## config.mk

```make
export PLATFORM = sky130hd
export DESIGN_NAME = mrd_factor_gen
export DESIGN_NICKNAME = d
export VERILOG_FILES = /design/src/rtl/mrd_pkg.sv /design/src/rtl/mrd_factor_pick.sv /design/src/rtl/mrd_factor_gen.sv
export SDC_FILE = /design/constraint.sdc
export NUM_CORES = 1
export LEC_CHECK = 0
export CAP_MARGIN = 25
export CELL_PAD_IN_SITES_DETAIL_PLACEMENT = 0
export CELL_PAD_IN_SITES_GLOBAL_PLACEMENT = 1
export CORE_MARGIN = 3
export CORE_UTILIZATION = 44
export CTS_CLUSTER_SIZE = 40
export DETAILED_ROUTE_END_ITERATION = 12
export HOLD_SLACK_MARGIN = 0.06
export PLACE_DENSITY = 0.9
export SLEW_MARGIN = 10
export SYNTH_ARGS = -nofsm -noshare
export SYNTH_HDL_FRONTEND = slang
export SYNTH_SLANG_ARGS = --single-unit
```

## constraint.sdc

```tcl
create_clock -name clk -period 7.65 [get_ports clk]
set_clock_uncertainty 0.05 [all_clocks]
set_input_delay 1.1475 -clock clk [delete_from_list [all_inputs] [get_ports clk]]
set_output_delay 1.1475 -clock clk [all_outputs]
set_load 0.03 [all_outputs]
```

## src/rtl/mrd_pkg.sv

```systemverilog
// mrd_pkg: shared constants and types for the Mixed Radix DFT factoriser.
//   RDX4/RDX2/RDX5/RDX3/RDX1 : radix values in factor-priority order
//   NO_RDX2                  : stage_of_rdx2 value meaning "no radix-2 stage"
//   mrd_state_e              : factoriser FSM state
//   mrd_nf_arr_t/mrd_pts_arr_t : packed per-stage arrays at default sizes
package mrd_pkg;

  localparam int unsigned DW_DEF         = 12;
  localparam int unsigned MAX_STAGES_DEF = 6;
  localparam int unsigned FW_DEF         = 3;

  localparam int unsigned RDX4 = 4;
  localparam int unsigned RDX2 = 2;
  localparam int unsigned RDX5 = 5;
  localparam int unsigned RDX3 = 3;
  localparam int unsigned RDX1 = 1;

  localparam logic [FW_DEF-1:0] NO_RDX2 = '1;

  typedef enum logic {
    ST_IDLE,
    ST_RUN
  } mrd_state_e;

  typedef logic [0:MAX_STAGES_DEF-1][FW_DEF-1:0] mrd_nf_arr_t;
  typedef logic [0:MAX_STAGES_DEF-1][DW_DEF-1:0] mrd_pts_arr_t;

endpackage

```

## src/rtl/mrd_factor_pick.sv

```systemverilog
// mrd_factor_pick: combinational choice of the next radix for one stage.
//   n_iter_i     : remaining (not yet factored) point count
//   n_i          : full DFT size
//   f_o          : chosen radix, priority 4,2,5,3, else 1 (also 1 when n_iter_i==0)
//   n_iter_div_o : n_iter_i / f_o
//   n_div_o      : n_i / f_o
// Only constant divisors appear, so no general divider is built.
module mrd_factor_pick
  import mrd_pkg::*;
#(
  parameter int unsigned DW = 12,
  parameter int unsigned FW = 3
) (
  input  logic [DW-1:0] n_iter_i,
  input  logic [DW-1:0] n_i,
  output logic [FW-1:0] f_o,
  output logic [DW-1:0] n_iter_div_o,
  output logic [DW-1:0] n_div_o
);

  always_comb begin
    f_o          = FW'(RDX1);
    n_iter_div_o = n_iter_i;
    n_div_o      = n_i;
    if (n_iter_i == '0) begin
      f_o = FW'(RDX1);
    end else if (n_iter_i[1:0] == 2'b00) begin
      f_o          = FW'(RDX4);
      n_iter_div_o = n_iter_i >> 2;
      n_div_o      = n_i >> 2;
    end else if (n_iter_i[0] == 1'b0) begin
      f_o          = FW'(RDX2);
      n_iter_div_o = n_iter_i >> 1;
      n_div_o      = n_i >> 1;
    end else if ((n_iter_i % DW'(RDX5)) == '0) begin
      f_o          = FW'(RDX5);
      n_iter_div_o = n_iter_i / DW'(RDX5);
      n_div_o      = n_i / DW'(RDX5);
    end else if ((n_iter_i % DW'(RDX3)) == '0) begin
      f_o          = FW'(RDX3);
      n_iter_div_o = n_iter_i / DW'(RDX3);
      n_div_o      = n_i / DW'(RDX3);
    end
  end

endmodule

```

## src/rtl/mrd_factor_gen.sv

```systemverilog
// mrd_factor_gen: run-time factoriser producing Mixed Radix DFT stage parameters.
// On sink_sop the size dftpts is factored one stage per cycle over MAX_STAGES
// cycles; the complete parameter set is committed atomically with a done pulse.
//   clk, rst_n     : clock, asynchronous active-low reset
//   sink_sop       : start pulse (also aborts/restarts a run in progress)
//   dftpts         : DFT size sampled on sink_sop
//   busy           : factorisation in progress
//   done           : one-cycle pulse when a new set is committed
//   params_vld     : a set has been committed since reset
//   err            : last committed size not fully factorable (only with
//                    MRD_FACTOR_CHK_EN defined; otherwise tied 0)
//   Nf, dftpts_div_Nf, twdl_demontr : per-stage radix, N/Nf, twiddle denominator
//   NumOfFactors   : number of stages with Nf != 1
//   stage_of_rdx2  : index of the radix-2 stage, all-ones if none
// Optional feature macro: MRD_FACTOR_CHK_EN
module mrd_factor_gen
  import mrd_pkg::*;
#(
  parameter int unsigned DW         = 12,
  parameter int unsigned MAX_STAGES = 6,
  parameter int unsigned FW         = 3
) (
  input  logic                                clk,
  input  logic                                rst_n,
  input  logic                                sink_sop,
  input  logic [DW-1:0]                       dftpts,
  output logic                                busy,
  output logic                                done,
  output logic                                params_vld,
  output logic                                err,
  output logic [0:MAX_STAGES-1][FW-1:0]       Nf,
  output logic [0:MAX_STAGES-1][DW-1:0]       dftpts_div_Nf,
  output logic [0:MAX_STAGES-1][DW-1:0]       twdl_demontr,
  output logic [FW-1:0]                       NumOfFactors,
  output logic [FW-1:0]                       stage_of_rdx2
);

  mrd_state_e                    state_q, state_d;
  logic [FW-1:0]                 cnt_q, cnt_d;
  logic [DW-1:0]                 n_q, n_d;
  logic [DW-1:0]                 niter_q, niter_d;

  // working set, built stage by stage
  logic [0:MAX_STAGES-1][FW-1:0] w_nf_q, w_nf_d;
  logic [0:MAX_STAGES-1][DW-1:0] w_div_q, w_div_d;
  logic [0:MAX_STAGES-1][DW-1:0] w_twdl_q, w_twdl_d;
  logic [FW-1:0]                 w_nof_q, w_nof_d;
  logic [FW-1:0]                 w_r2_q, w_r2_d;

  // committed set
  logic [0:MAX_STAGES-1][FW-1:0] nf_q, nf_d;
  logic [0:MAX_STAGES-1][DW-1:0] div_q, div_d;
  logic [0:MAX_STAGES-1][DW-1:0] twdl_q, twdl_d;
  logic [FW-1:0]                 nof_q, nof_d;
  logic [FW-1:0]                 r2_q, r2_d;
  logic                          done_q, done_d;
  logic                          vld_q, vld_d;

  logic [FW-1:0]                 pick_f;
  logic [DW-1:0]                 pick_niter_div;
  logic [DW-1:0]                 pick_n_div;

  mrd_factor_pick #(
    .DW (DW),
    .FW (FW)
  ) u_pick (
    .n_iter_i     (niter_q),
    .n_i          (n_q),
    .f_o          (pick_f),
    .n_iter_div_o (pick_niter_div),
    .n_div_o      (pick_n_div)
  );

`ifdef MRD_FACTOR_CHK_EN
  logic err_q, err_d;
`endif

  always_comb begin
    state_d  = state_q;
    cnt_d    = cnt_q;
    n_d      = n_q;
    niter_d  = niter_q;
    w_nf_d   = w_nf_q;
    w_div_d  = w_div_q;
    w_twdl_d = w_twdl_q;
    w_nof_d  = w_nof_q;
    w_r2_d   = w_r2_q;
    nf_d     = nf_q;
    div_d    = div_q;
    twdl_d   = twdl_q;
    nof_d    = nof_q;
    r2_d     = r2_q;
    done_d   = 1'b0;
    vld_d    = vld_q;
`ifdef MRD_FACTOR_CHK_EN
    err_d    = err_q;
`endif

    if (sink_sop) begin
      // start, or abort-and-restart; committed outputs are left untouched
      state_d = ST_RUN;
      cnt_d   = '0;
      n_d     = dftpts;
      niter_d = dftpts;
      for (int unsigned j = 0; j < MAX_STAGES; j++) begin
        w_nf_d[j]   = FW'(1);
        w_div_d[j]  = '0;
        w_twdl_d[j] = '0;
      end
      w_nof_d = '0;
      w_r2_d  = '1;
    end else if (state_q == ST_RUN) begin
      w_nf_d[cnt_q]   = pick_f;
      w_div_d[cnt_q]  = pick_n_div;
      w_twdl_d[cnt_q] = niter_q;
      niter_d         = pick_niter_div;
      if (pick_f != FW'(RDX1)) w_nof_d = w_nof_q + FW'(1);
      if (pick_f == FW'(RDX2)) w_r2_d  = cnt_q;

      if (cnt_q == FW'(MAX_STAGES - 1)) begin
        // commit includes this final stage's results
        nf_d    = w_nf_d;
        div_d   = w_div_d;
        twdl_d  = w_twdl_d;
        nof_d   = w_nof_d;
        r2_d    = w_r2_d;
        done_d  = 1'b1;
        vld_d   = 1'b1;
        state_d = ST_IDLE;
`ifdef MRD_FACTOR_CHK_EN
        err_d   = (pick_niter_div != DW'(1)) || (n_q == '0);
`endif
      end else begin
        cnt_d = cnt_q + FW'(1);
      end
    end
  end

  always_ff @(posedge clk or negedge rst_n) begin
    if (!rst_n) begin
      state_q  <= ST_IDLE;
      cnt_q    <= '0;
      n_q      <= '0;
      niter_q  <= '0;
      for (int unsigned j = 0; j < MAX_STAGES; j++) begin
        w_nf_q[j] <= FW'(1);
        nf_q[j]   <= FW'(1);
      end
      w_div_q  <= '0;
      w_twdl_q <= '0;
      w_nof_q  <= '0;
      w_r2_q   <= '1;
      div_q    <= '0;
      twdl_q   <= '0;
      nof_q    <= '0;
      r2_q     <= '1;
      done_q   <= 1'b0;
      vld_q    <= 1'b0;
    end else begin
      state_q  <= state_d;
      cnt_q    <= cnt_d;
      n_q      <= n_d;
      niter_q  <= niter_d;
      w_nf_q   <= w_nf_d;
      w_div_q  <= w_div_d;
      w_twdl_q <= w_twdl_d;
      w_nof_q  <= w_nof_d;
      w_r2_q   <= w_r2_d;
      nf_q     <= nf_d;
      div_q    <= div_d;
      twdl_q   <= twdl_d;
      nof_q    <= nof_d;
      r2_q     <= r2_d;
      done_q   <= done_d;
      vld_q    <= vld_d;
    end
  end

`ifdef MRD_FACTOR_CHK_EN
  always_ff @(posedge clk or negedge rst_n) begin
    if (!rst_n) err_q <= 1'b0;
    else        err_q <= err_d;
  end
  assign err = err_q;
`else
  assign err = 1'b0;
`endif

  assign busy          = (state_q == ST_RUN);
  assign done          = done_q;
  assign params_vld    = vld_q;
  assign Nf            = nf_q;
  assign dftpts_div_Nf = div_q;
  assign twdl_demontr  = twdl_q;
  assign NumOfFactors  = nof_q;
  assign stage_of_rdx2 = r2_q;

endmodule

```

==> impl_results.md, run 1 <==
- Run status: finished, final reports clean
- Worst setup path category: flop to flop
- Synthesized netlist cell count: 2521
- Class of the worst hold path: flop to flop
- Post-synth top area share: 42.3%
- Worst path top cell family by delay: compound AO/OA/AOI/OAI gates
- Quantity of I/O buffers inserted on ports: 185
- Setup repair after global routing missed its margin: no
- Kind of launch point of the worst setup path: flop
- Level count of the clock H-tree: 2
- Maximum VDD drop: 472 uV
- Synth warnings: 0
- Number of failing hold endpoints at the final stage: 0
- Final RePlAce weighted congestion: 0.914
- # nets final: 2641
- Shortest period the worst path allows: 7.18 ns
- Synth unique cells: 106
- Boundary pin count: 187
- Final Max Slew Viols: 0
- Top cells by instance count after synthesis: sky130_fd_sc_hd__nand2_1 (659), sky130_fd_sc_hd__dfrtp_1 (348), sky130_fd_sc_hd__a21oi_1 (224)
- Master of the slowest instance on the critical path: sky130_fd_sc_hd__a21oi_1
- Total Wirelength: 68000 um
- Share of synthesized registers carrying an async set or reset: 100%
- Routed WL per cell: 21.0 um
- Synthesized area per cell: 8.16 um2
- Post-CTS setup buffer count: 0
- Area of the die: 49400 um2
- Pin count of the biggest net entering global routing: 145
- Leakage power total: 10.4 nW
- PwrDens: 527 nW/um2
- Final setup fails: 0
- Number of placement rows: 78
- Number of max-cap violations: 0
- Data required time at the worst endpoint: 7.98 ns
- Maximum fanout count along the critical path: 29
- Remaining number of nets flagged by the antenna check after routing: 0
- Layout Utilization: 53.4%
- First DRT Iteration DRCs: 2337
- DP HPWL: 45200 um
- Worst-margin pin slew: 1.07 ns
- Area contributors post-synth: sky130_fd_sc_hd__dfrtp_1 (42%), sky130_fd_sc_hd__nand2_1 (12%), sky130_fd_sc_hd__a21oi_1 (5.5%), sky130_fd_sc_hd__o21ai_0 (3.5%), sky130_fd_sc_hd__nor2_1 (3.4%)
- Flip-flop cell with the highest count after synthesis: sky130_fd_sc_hd__dfrtp_1
- Via count: 19500
- P&R area growth vs syn: 18.9%
- Netlist area before placement: 20600 um2
- Maximum count of clock buffers along a single path: 3
- Crit path buf inv count: 5
- Core outline area: 45800 um2
- Share of synthesized area occupied by flip-flops and latches: 44.6%
- Hold Buf Count CTS: 0
- CP Capture Type: flop
- Total global routing overflow: 0
- Sink count of the clock tree: 366
- Wire length of the first global-routing pass: 107000 um
- Horizontal die dimension: 222 um
- Max Clock Freq: 139 MHz
- Antenna cell count: 0
- Residual DRC: 0
- Number of filler cells placed in the layout: 4168
- Critical Path Max Stage Delay: 0.74 ns
- Most frequently used cell type in the post-synthesis netlist: sky130_fd_sc_hd__nand2_1
- Net count of the mapped netlist: 2548
- Initial Utilization: 44.9%
- Sum Neg Setup Slack: 0 ns
- Avg Vias per Cell: 6.02
- Portion of the clock cycle consumed by the worst path in the final layout: 93.8%
- Worst-Skew Late Latency: 0.57 ns
- CTS tree: built
- Max_slew headroom: 28.6%
- Overall fraction of global-route tracks in use: 26.7%
- Number of synthesized register bits: 366
- Worst Path Arrival: 7.51 ns
- Die height: 222 um
- Number of enable-type register cells in the synthesized netlist: 0
- Antenna violations before repair: 1
- Clock transition at the registers of the reported paths: 0.06 ns
- Yosys top cell by area: sky130_fd_sc_hd__dfrtp_1
- Root buf cell: sky130_fd_sc_hd__clkbuf_16
- Total clock buffers created by CTS: 41
- Number of global-route vias before repair: 18100
- Layout cell share with drive strength beyond 1: 9.11%
- Detailed-router iteration count before antenna repair: 8
[path summary, 6_finish.rpt]
| path | cells past startpoint | slack (ns) | from | endpoint |
|---|---|---|---|---|
| max | 30 | 0.47 | niter_q[11] | w_div_q[9] |
| min | 2 | 0.41 | dftpts_div_Nf[26] | dftpts_div_Nf[26] |
| max reg2reg | 30 | 0.47 | niter_q[11] | w_div_q[9] |
| min reg2reg | 2 | 0.41 | dftpts_div_Nf[26] | dftpts_div_Nf[26] |
| max in group asynchronous | 2 | 5.50 | rst_n | w_div_q[41] |
| min in group asynchronous | 1 | 0.64 | rst_n | dftpts_div_Nf[31] |
[registers in the layout, indices dropped and copies added, names as in the netlist, 3 cells and up]
register / count
Nf: 18
NumOfFactors: 3
cnt_q: 3
dftpts_div_Nf: 72
n_q: 12
niter_q: 12
stage_of_rdx2: 3
twdl_demontr: 72
w_div_q: 72
w_nf_q: 18
w_nof_q: 3
w_r2_q: 3
w_twdl_q: 72
[cell type report]
cell class / count / area, um2 / share of cell area (%)
clock buffer: 60 / 1180 / 4.82
clock inverter: 14 / 193 / 0.788
inverter: 32 / 123 / 0.502
multi-input combinational: 1893 / 10400 / 42.5
sequential: 366 / 9190 / 37.6
tap: 600 / 751 / 3.07
timing repair buffer: 280 / 2620 / 10.7
[worst reg2reg max path, delay by kind of cell, from the launching register on]
family / cells / cell delay [ns]
AO/OA/AOI/OAI: 14 / 3.18
AND/OR/NAND/NOR: 7 / 1.89
buffers and inverters: 5 / 0.67
flip-flops: 1 / 0.49
adder cells (fa/ha/maj): 2 / 0.42
XOR/XNOR: 1 / 0.21
multiplexers: 1 / 0.08
[power by group]
group	switching, mW	total, mW	internal (mW)	leakage [nW]
clock	0.823	2.01	1.18	0.671
sequential	0.433	2.84	2.41	4.79
combinational	5.10	8.05	2.95	4.93
[layer usage]
metal	vias up	share of wire (%)	GRT usage [%]
met5	-	0.019	0
met4	2	2.4	7.12
met3	102	7.4	3.99
met2	842	47	42.0
met1	9609	43	38.6
li1	8974	-	-
[placed cells by master, fill, tap and decap left out, drive strengths merged, types with 13 or more instances in the layout]
cell type	Yosys	final
clkbuf	186	60
mux2i	65	65
dfstp	18	18
nor2	192	192
a21oi	227	227
o22ai	18	18
buf	44	97
nand3	39	39
a22oi	16	16
clkinv	6	13
a211oi	66	66
o21ai	153	153
dfrtp	348	348
xnor2	20	20
o211ai	26	26
a31oi	49	49
nand4	13	13
nand2	661	661
nand3b	15	15
nor2b	14	14
nor3	33	33
o31ai	18	18
a21o	13	13
nand2b	25	25
clkdlybuf4s50	0	183
and3	14	14
inv	26	30
[metrics by stage]
stage	area [um2]	std cells	hold WS [ns]	worst slack, ns	power [mW]
floorplan	20600	2521	0.385	1.53	7.93
finish	24400	3245	0.413	0.473	12.9
global placement	23000	3167	0.396	0.536	10.7
detailed placement	23000	3168	0.399	0.346	10.7
global route	24400	3245	0.423	0.0536	13.6
CTS	24400	3242	0.410	0.281	12.8
[logic make-up after synthesis]
| family | share of synthesized area, % |
|---|---|
| other | 0.0182 |
| adder cells (fa/ha/maj) | 0.931 |
| multiplexers | 3.51 |
| AO/OA/AOI/OAI | 21.7 |
| flip-flops | 44.6 |
| XOR/XNOR | 1.32 |
| AND/OR/NAND/NOR | 22.8 |
| buffers and inverters | 5.08 |
[timing repair]
action / 4_1_cts / 5_1_grt
setup endpoints to repair: 0 / 88
endpoints found under the hold margin: 0 / 0
gates resized for setup: 0 / 5
Power figures use the tool's default switching activity.
==> run 2, diff against run 1 <==
--- a/config.mk
+++ b/config.mk
@@ -9,11 +9,12 @@
 export CELL_PAD_IN_SITES_DETAIL_PLACEMENT = 0
 export CELL_PAD_IN_SITES_GLOBAL_PLACEMENT = 1
 export CORE_MARGIN = 3
-export CORE_UTILIZATION = 44
+export CORE_UTILIZATION = 40
 export CTS_CLUSTER_SIZE = 40
 export DETAILED_ROUTE_END_ITERATION = 12
+export GPL_ROUTABILITY_DRIVEN = 1
 export HOLD_SLACK_MARGIN = 0.06
-export PLACE_DENSITY = 0.9
+export PLACE_DENSITY = 0.87
 export SLEW_MARGIN = 10
 export SYNTH_ARGS = -nofsm -noshare
 export SYNTH_HDL_FRONTEND = slang
==> constraint.sdc (replaced) <==
create_clock -name clk -period 6.5 [get_ports clk]
set_clock_uncertainty 0.05 [all_clocks]
set_input_delay 0.975 -clock clk [delete_from_list [all_inputs] [get_ports clk]]
set_output_delay 0.975 -clock clk [all_outputs]
set_load 0.03 [all_outputs]
==> run 2 against run 1 <==
Sequential share of layout area shrank 1.8 points. Register-to-register slack lost 0.20 ns. First-iteration DRC count shrank 14%. Critical path type unchanged.
==> impl_results.md, run 2 (synthesis results as in run 1) <==
- Run status: finished, final reports clean
- # nets final: 2763
- Reg2reg end: w_div_q[27]
- Maximum VDD drop: 753 uV
- Maximum count of clock buffers along a single path: 3
- Pin count of the biggest net entering global routing: 169
- Initial Utilization: 40.7%
- Kind of launch point of the worst setup path: flop
- Layout cell share with drive strength beyond 1: 14.4%
- Combinational fraction of design power: 66.4%
- Horizontal die dimension: 233 um
- Leading cell types in the layout, fill and taps excluded: sky130_fd_sc_hd__nand2_1 (659), sky130_fd_sc_hd__dfrtp_1 (341), sky130_fd_sc_hd__a21oi_1 (221)
- Overall fraction of global-route tracks in use: 25.6%
- Detailed-router iteration count before antenna repair: 6
- R2R cell count: 31
- Clock transition at the registers of the reported paths: 0.06 ns
- Sink count of the clock tree: 366
- Leading cell type in the layout, fill and taps excluded: sky130_fd_sc_hd__nand2_1
- Master of the slowest instance on the critical path: sky130_fd_sc_hd__or4_4
- Shortest period the worst path allows: 6.23 ns
- Worst setup path category: flop to flop
- Portion of the clock cycle consumed by the worst path in the final layout: 95.8%
- Sum Neg Setup Slack: 0 ns
- PwrDens: 653 nW/um2
- Boundary pin count: 187
- CP Capture Type: flop
- Wire length of the first global-routing pass: 110000 um
- Switching Fraction: 46.9%
- Number of failing hold endpoints at the final stage: 0
- Worst-Skew Late Latency: 0.57 ns
- Total global routing overflow: 0
- Final Max Slew Viols: 0
- First DRT Iteration DRCs: 2015
- Max_slew headroom: 27.0%
- Worst-margin pin slew: 1.09 ns
- Routed WL per cell: 20.6 um
- DP HPWL: 48200 um
- Class of the worst hold path: input pin to asynchronous set/reset pin
- Level count of the clock H-tree: 2
- Total clock buffers created by CTS: 40
- Antenna violations before repair: 0
- Final setup fails: 0
- Leakage power total: 11.0 nW
- Residual DRC: 0
- Quantity of I/O buffers inserted on ports: 185
- Critical Path Max Stage Delay: 0.53 ns
- Sequential share of power: 19.7%
- Net switching component of the power: 7.86 mW
- Remaining number of nets flagged by the antenna check after routing: 0
- Worst Path Arrival: 6.63 ns
- CP most frequent cell: sky130_fd_sc_hd__buf_4
- Via count: 19900
- Core outline area: 50500 um2
- Launch instance of the worst register-to-register path: niter_q[9]
- Number of placement rows: 82
- Total Wirelength: 70900 um
- CTS tree: built
- Root buf cell: sky130_fd_sc_hd__clkbuf_16
- Number of max-cap violations: 0
- Die height: 233 um
- P&R area growth vs syn: 24.8%
- Final RePlAce weighted congestion: 0.917
- Avg Vias per Cell: 5.78
- Data required time at the worst endpoint: 6.90 ns
- Internal power: 8.91 mW
- Slack of the worst reg-to-reg path: 0.27 ns
- Layout Utilization: 50.9%
- Clock Power Share: 13.9%
- Number of global-route vias before repair: 18800
- Maximum fanout count along the critical path: 8
- Hold Buf Count CTS: 0
- Area of the die: 54200 um2
- Number of filler cells placed in the layout: 4736
- Max Clock Freq: 161 MHz
==> run 2: routing by layer <==
metal | part of all wire [%] | wire length, um | track usage, %
met5 | 0 | 0 | 0
met3 | 6.7 | 4750 | 4.10
met4 | 2.9 | 2050 | 7.43
met2 | 46 | 32900 | 41.1
met1 | 44 | 31200 | 35.9
==> run 2: worst max-delay path by stage <==
stage / start / end / slack [ns] / cells past startpoint
finish: niter_q[9] / w_div_q[27] / 0.27 / 31
global placement: niter_q[8] / w_div_q[26] / -0.05 / 30
global route: niter_q[9] / w_div_q[60] / -0.04 / 32
floorplan: niter_q[10] / niter_q[2] / 0.38 / 30
CTS: niter_q[9] / dftpts_div_Nf[19] / 0.01 / 30
detailed placement: niter_q[9] / w_div_q[62] / -0.05 / 29
==> run 2: metrics by stage <==
stage | setup slack (ns) | hold WS, ns | cell area (um2) | cells | power, mW
floorplan | 0.376 | 0.385 | 20600 | 2521 | 9.34
global placement | -0.0501 | 0.396 | 23900 | 3345 | 13.8
detailed placement | -0.0492 | 0.400 | 24000 | 3346 | 13.9
CTS | 0.0116 | 0.336 | 25300 | 3421 | 16.3
global route | -0.0383 | 0.350 | 25700 | 3440 | 17.7
finish | 0.271 | 0.315 | 25700 | 3442 | 16.8
==> run 2: final cells by class <==
cell class | instances | area, um2 | share of cell area, %
multi-input combinational | 1893 | 10500 | 41.1
clock inverter | 14 | 166 | 0.648
clock buffer | 60 | 1190 | 4.63
tap | 672 | 841 | 3.28
antenna | 2 | 5.00 | 0.0195
timing repair buffer | 403 | 3610 | 14.1
sequential | 366 | 9190 | 35.8
inverter | 32 | 123 | 0.478
==> run 2: timing repair <==
action / in CTS / in global routing
setup buffers: 1 / 15
pin swaps: 1 / 13
endpoints found under the setup margin: 8 / 135
resized for setup: 0 / 53
==> run 2: power by group through the flow <==
stage	Combinational, mW	Sequential, mW	Clock, mW
after detailed placement	10.5	3.34	0
after global routing	11.9	3.36	2.47
final	11.1	3.31	2.33
after global placement	10.5	3.34	0
after CTS	10.6	3.31	2.37
after floorplan	5.55	3.79	0
==> run 2: worst max-delay path: cells and delay by family, from the launching register on <==
family          cells  cell delay, ns
fa+ha+maj           2            0.38
xor+xnor            1            0.20
buf+inv             8            0.92
simple gates        6            1.72
compound gates     14            2.38
flops               1            0.44
==> run 3, diff against run 2 <==
--- a/config.mk
+++ b/config.mk
@@ -9,13 +9,14 @@
 export CELL_PAD_IN_SITES_DETAIL_PLACEMENT = 0
 export CELL_PAD_IN_SITES_GLOBAL_PLACEMENT = 1
 export CORE_MARGIN = 3
-export CORE_UTILIZATION = 40
-export CTS_CLUSTER_SIZE = 40
+export CORE_UTILIZATION = 41
+export CTS_CLUSTER_SIZE = 25
 export DETAILED_ROUTE_END_ITERATION = 12
 export GPL_ROUTABILITY_DRIVEN = 1
 export HOLD_SLACK_MARGIN = 0.06
-export PLACE_DENSITY = 0.87
+export PLACE_DENSITY = 0.89
 export SLEW_MARGIN = 10
 export SYNTH_ARGS = -nofsm -noshare
 export SYNTH_HDL_FRONTEND = slang
+export SYNTH_HIERARCHICAL = 1
 export SYNTH_SLANG_ARGS = --single-unit
==> run 3 against run 2 <==
Setup slack worse by 0.024 ns. Count of clock-buffer cells in the layout is 3 lower. Utilization is 1.4 points lower. Non-clock buffer count is 98 lower. Synthesized cell count is 1.9% higher. Maximum frequency is 0.39% lower. Cell count is 1.5% lower.
==> impl_results.md, run 3 <==
- Residual DRC: 0
- Number of filler cells placed in the layout: 4955
- Leading cell types in the layout, fill and taps excluded: sky130_fd_sc_hd__nand2_1 (579), sky130_fd_sc_hd__dfrtp_1 (338), sky130_fd_sc_hd__o21ai_0 (244)
- Maximum count of clock buffers along a single path: 3
- Net switching component of the power: 6.84 mW
- Avg Vias per Cell: 5.87
- Combinational fraction of design power: 61.5%
- Overall power of the completed layout: 14.3 mW
- Level count of the clock H-tree: 2
- Top cells by instance count after synthesis: sky130_fd_sc_hd__nand2_1 (580), sky130_fd_sc_hd__dfrtp_1 (348), sky130_fd_sc_hd__o21ai_0 (244)
- Hold_ws: 0.231 ns
- Worst setup path category: flop to flop
- Count of placed standard cells including taps: 3306
- Max Clock Freq: 160 MHz
- Root buf cell: sky130_fd_sc_hd__clkbuf_16
- Class of the worst hold path: input pin to asynchronous set/reset pin
- Initial Utilization: 41.6%
- CTS tree: built
- # nets final: 2698
- Overall fraction of global-route tracks in use: 24.3%
- Number of failing hold endpoints at the final stage: 0
- Pin count of the biggest net entering global routing: 257
- Die height: 238 um
- Number of synthesized register bits: 366
- Run status: finished, final reports clean
- Internal power: 7.47 mW
- Core outline area: 52800 um2
- Share of synthesized area occupied by flip-flops and latches: 41.8%
- Kind of launch point of the worst setup path: flop
- Detailed-router iteration count before antenna repair: 5
- Global routing met1 resource utilization: 33.2%
- Data required time at the worst endpoint: 6.94 ns
- Total clock buffers created by CTS: 41
- Total global routing overflow: 0
- Share of synthesized registers carrying an async set or reset: 100%
- Area of the die: 56400 um2
- Synth unique cells: 111
- Clock Power Share: 16.8%
- Via count: 19900
- Yosys top cell by area: sky130_fd_sc_hd__dfrtp_1
- Netlist area before placement: 22000 um2
- Final setup fails: 0
- Number of max-cap violations: 0
- Synthesized netlist cell count: 2569
- Synth warnings: 6
- First DRT Iteration DRCs: 1781
- Sink count of the clock tree: 366
- Sequential share of power: 21.7%
- Worst-margin pin slew: 1.07 ns
- Remaining number of nets flagged by the antenna check after routing: 0
- Area contributors post-synth: sky130_fd_sc_hd__dfrtp_1 (40%), sky130_fd_sc_hd__nand2_1 (9.9%), sky130_fd_sc_hd__mux2i_1 (9.2%), sky130_fd_sc_hd__o21ai_0 (5.6%), sky130_fd_sc_hd__a21oi_1 (4.9%)
- Max_slew headroom: 28.6%
- Quantity of I/O buffers inserted on ports: 185
- Flip-flop cell with the highest count after synthesis: sky130_fd_sc_hd__dfrtp_1
- Final setup margin: 0.247 ns
- Met2 global-route usage: 40.0%
- Maximum VDD drop: 462 uV
- Setup Slack @ Placement: -0.0385 ns
- Net count of the mapped netlist: 2596
- Post-synth top area share: 39.6%
- Shortest period the worst path allows: 6.25 ns
- Number of global-route vias before repair: 18900
- Clock transition at the registers of the reported paths: 0.06 ns
- Maximum fanout count along the critical path: 13
- Leakage power total: 11.0 nW
- PwrDens: 548 nW/um2
- Antenna violations before repair: 1
- Number of enable-type register cells in the synthesized netlist: 0
- Antenna cell count: 0
- Portion of the clock cycle consumed by the worst path in the final layout: 96.2%
- Layout cell share with drive strength beyond 1: 10.9%
- Most frequently used cell type in the post-synthesis netlist: sky130_fd_sc_hd__nand2_1
- GRT met3 Usage: 2.90%
- Final Max Slew Viols: 0
- Routed WL per cell: 20.7 um
- CP Capture Type: flop
- Final cell count without fillers: 3392
- Synthesized area per cell: 8.55 um2
- Horizontal die dimension: 238 um
- Leading cell type in the layout, fill and taps excluded: sky130_fd_sc_hd__nand2_1
- P&R area growth vs syn: 18.8%
- Total Wirelength: 70200 um
- Worst-Skew Late Latency: 0.57 ns
- Boundary pin count: 187
- DP HPWL: 46500 um
- Wire length of the first global-routing pass: 110000 um
- Hold Buf Count CTS: 0
- Top Usage Layer GRT: met2
- Switching Fraction: 47.8%
- Number of placement rows: 84
- Worst Path Arrival: 6.69 ns
- Final RePlAce weighted congestion: 0.894
==> run 3: cell types whose count changed in the layout (fill, tap and decap cells not counted), moves of 42 or more <==
cell and delta:
sky130_fd_sc_hd__a211oi_1 -42, sky130_fd_sc_hd__mux2i_1 +137, sky130_fd_sc_hd__nor2_1 -74, sky130_fd_sc_hd__nand2_1 -80
sky130_fd_sc_hd__o21ai_0 +108, sky130_fd_sc_hd__buf_4 -98
==> run 3: critical path, stage by stage, from the launching register on <==
cell and delay [ns]:
sky130_fd_sc_hd__dfrtp_2 0.50, sky130_fd_sc_hd__buf_4 0.19, sky130_fd_sc_hd__nor4bb_1 0.15, sky130_fd_sc_hd__o21a_1 0.19, sky130_fd_sc_hd__a2111o_1 0.40, sky130_fd_sc_hd__o21a_1 0.16, sky130_fd_sc_hd__or3_1 0.36, sky130_fd_sc_hd__and4_1 0.20
sky130_fd_sc_hd__or2_1 0.27, sky130_fd_sc_hd__o211ai_2 0.23, sky130_fd_sc_hd__nand2_2 0.11, sky130_fd_sc_hd__ha_1 0.20, sky130_fd_sc_hd__o21a_1 0.22, sky130_fd_sc_hd__a311oi_2 0.34, sky130_fd_sc_hd__xnor2_1 0.20, sky130_fd_sc_hd__ha_2 0.32
sky130_fd_sc_hd__and2_1 0.26, sky130_fd_sc_hd__nor4b_2 0.22, sky130_fd_sc_hd__o31a_2 0.40, sky130_fd_sc_hd__buf_4 0.19, sky130_fd_sc_hd__a211o_1 0.23, sky130_fd_sc_hd__a21oi_1 0.30, sky130_fd_sc_hd__buf_6 0.23, sky130_fd_sc_hd__mux2i_1 0.11
sky130_fd_sc_hd__o21ai_0 0.16
==> run 3: through the flow <==
step	TNS, ns	cell area, um2	utilization [%]
final	0	26100	49.5
after global routing	-0.300	26100	49.5
after CTS	0	25900	49.1
after detailed placement	-0.0998	24500	46.4
after global placement	0	24400	46.2
after floorplan	0	22000	-
==> run 3: repair_timing <==
item / in CTS / in global routing
gates resized for setup: 3 / 24
setup endpoints to repair: 24 / 173
buffers inserted: 1 / 7
pin swaps: 1 / 5
==> run 3: final timing paths <==
kind / from / endpoint / slack, ns / depth (start not counted)
setup / recovery: niter_q[7] / dftpts_div_Nf[7] / 0.25 / 24
hold / removal: rst_n / dftpts_div_Nf[64] / 0.23 / 1
setup reg to reg: niter_q[7] / dftpts_div_Nf[7] / 0.25 / 24
hold reg to reg: Nf[3] / Nf[3] / 0.42 / 2
max in group asynchronous: rst_n / n_q[6] / 4.90 / 2
min in group clk: Nf[3] / Nf[3] / 0.42 / 2
==> run 3: cell families after synthesis <==
kind of cell / share of synthesized area (%)
adder cells (fa/ha/maj): 0.729
buffers and inverters: 6.29
XOR/XNOR: 0.917
other: 0.0171
flip-flops: 41.8
AND/OR/NAND/NOR: 19.0
multiplexers: 9.98
AO/OA/AOI/OAI: 21.3
==> run 3: layer usage <==
layer / wire length (um) / share of wire [%]
met5: 13 / 0.019
met4: 2400 / 3.4
met3: 4320 / 6.2
met2: 33200 / 47
met1: 30300 / 43
==> run 3: power groups by stage <==
stage / registers, mW / logic (mW) / clock network [mW]
2_1_floorplan: 3.41 / 5.26 / 0
3_3_place_gp: 3.12 / 8.17 / 0
3_5_place_dp: 3.14 / 8.35 / 0
4_1_cts: 3.10 / 8.43 / 2.45
5_1_grt: 3.15 / 9.40 / 2.55
6_report: 3.10 / 8.80 / 2.41
==> run 3: area by class of cell <==
type / count / area [um2] / share of cell area [%]
well taps: 688 / 861 / 3.30
clock buffers: 57 / 1140 / 4.35
repair buffers: 305 / 2920 / 11.2
flip-flops and latches: 366 / 9190 / 35.2
inverters: 40 / 150 / 0.575
multi-input cells: 1917 / 11600 / 44.3
clock inverters: 19 / 265 / 1.02
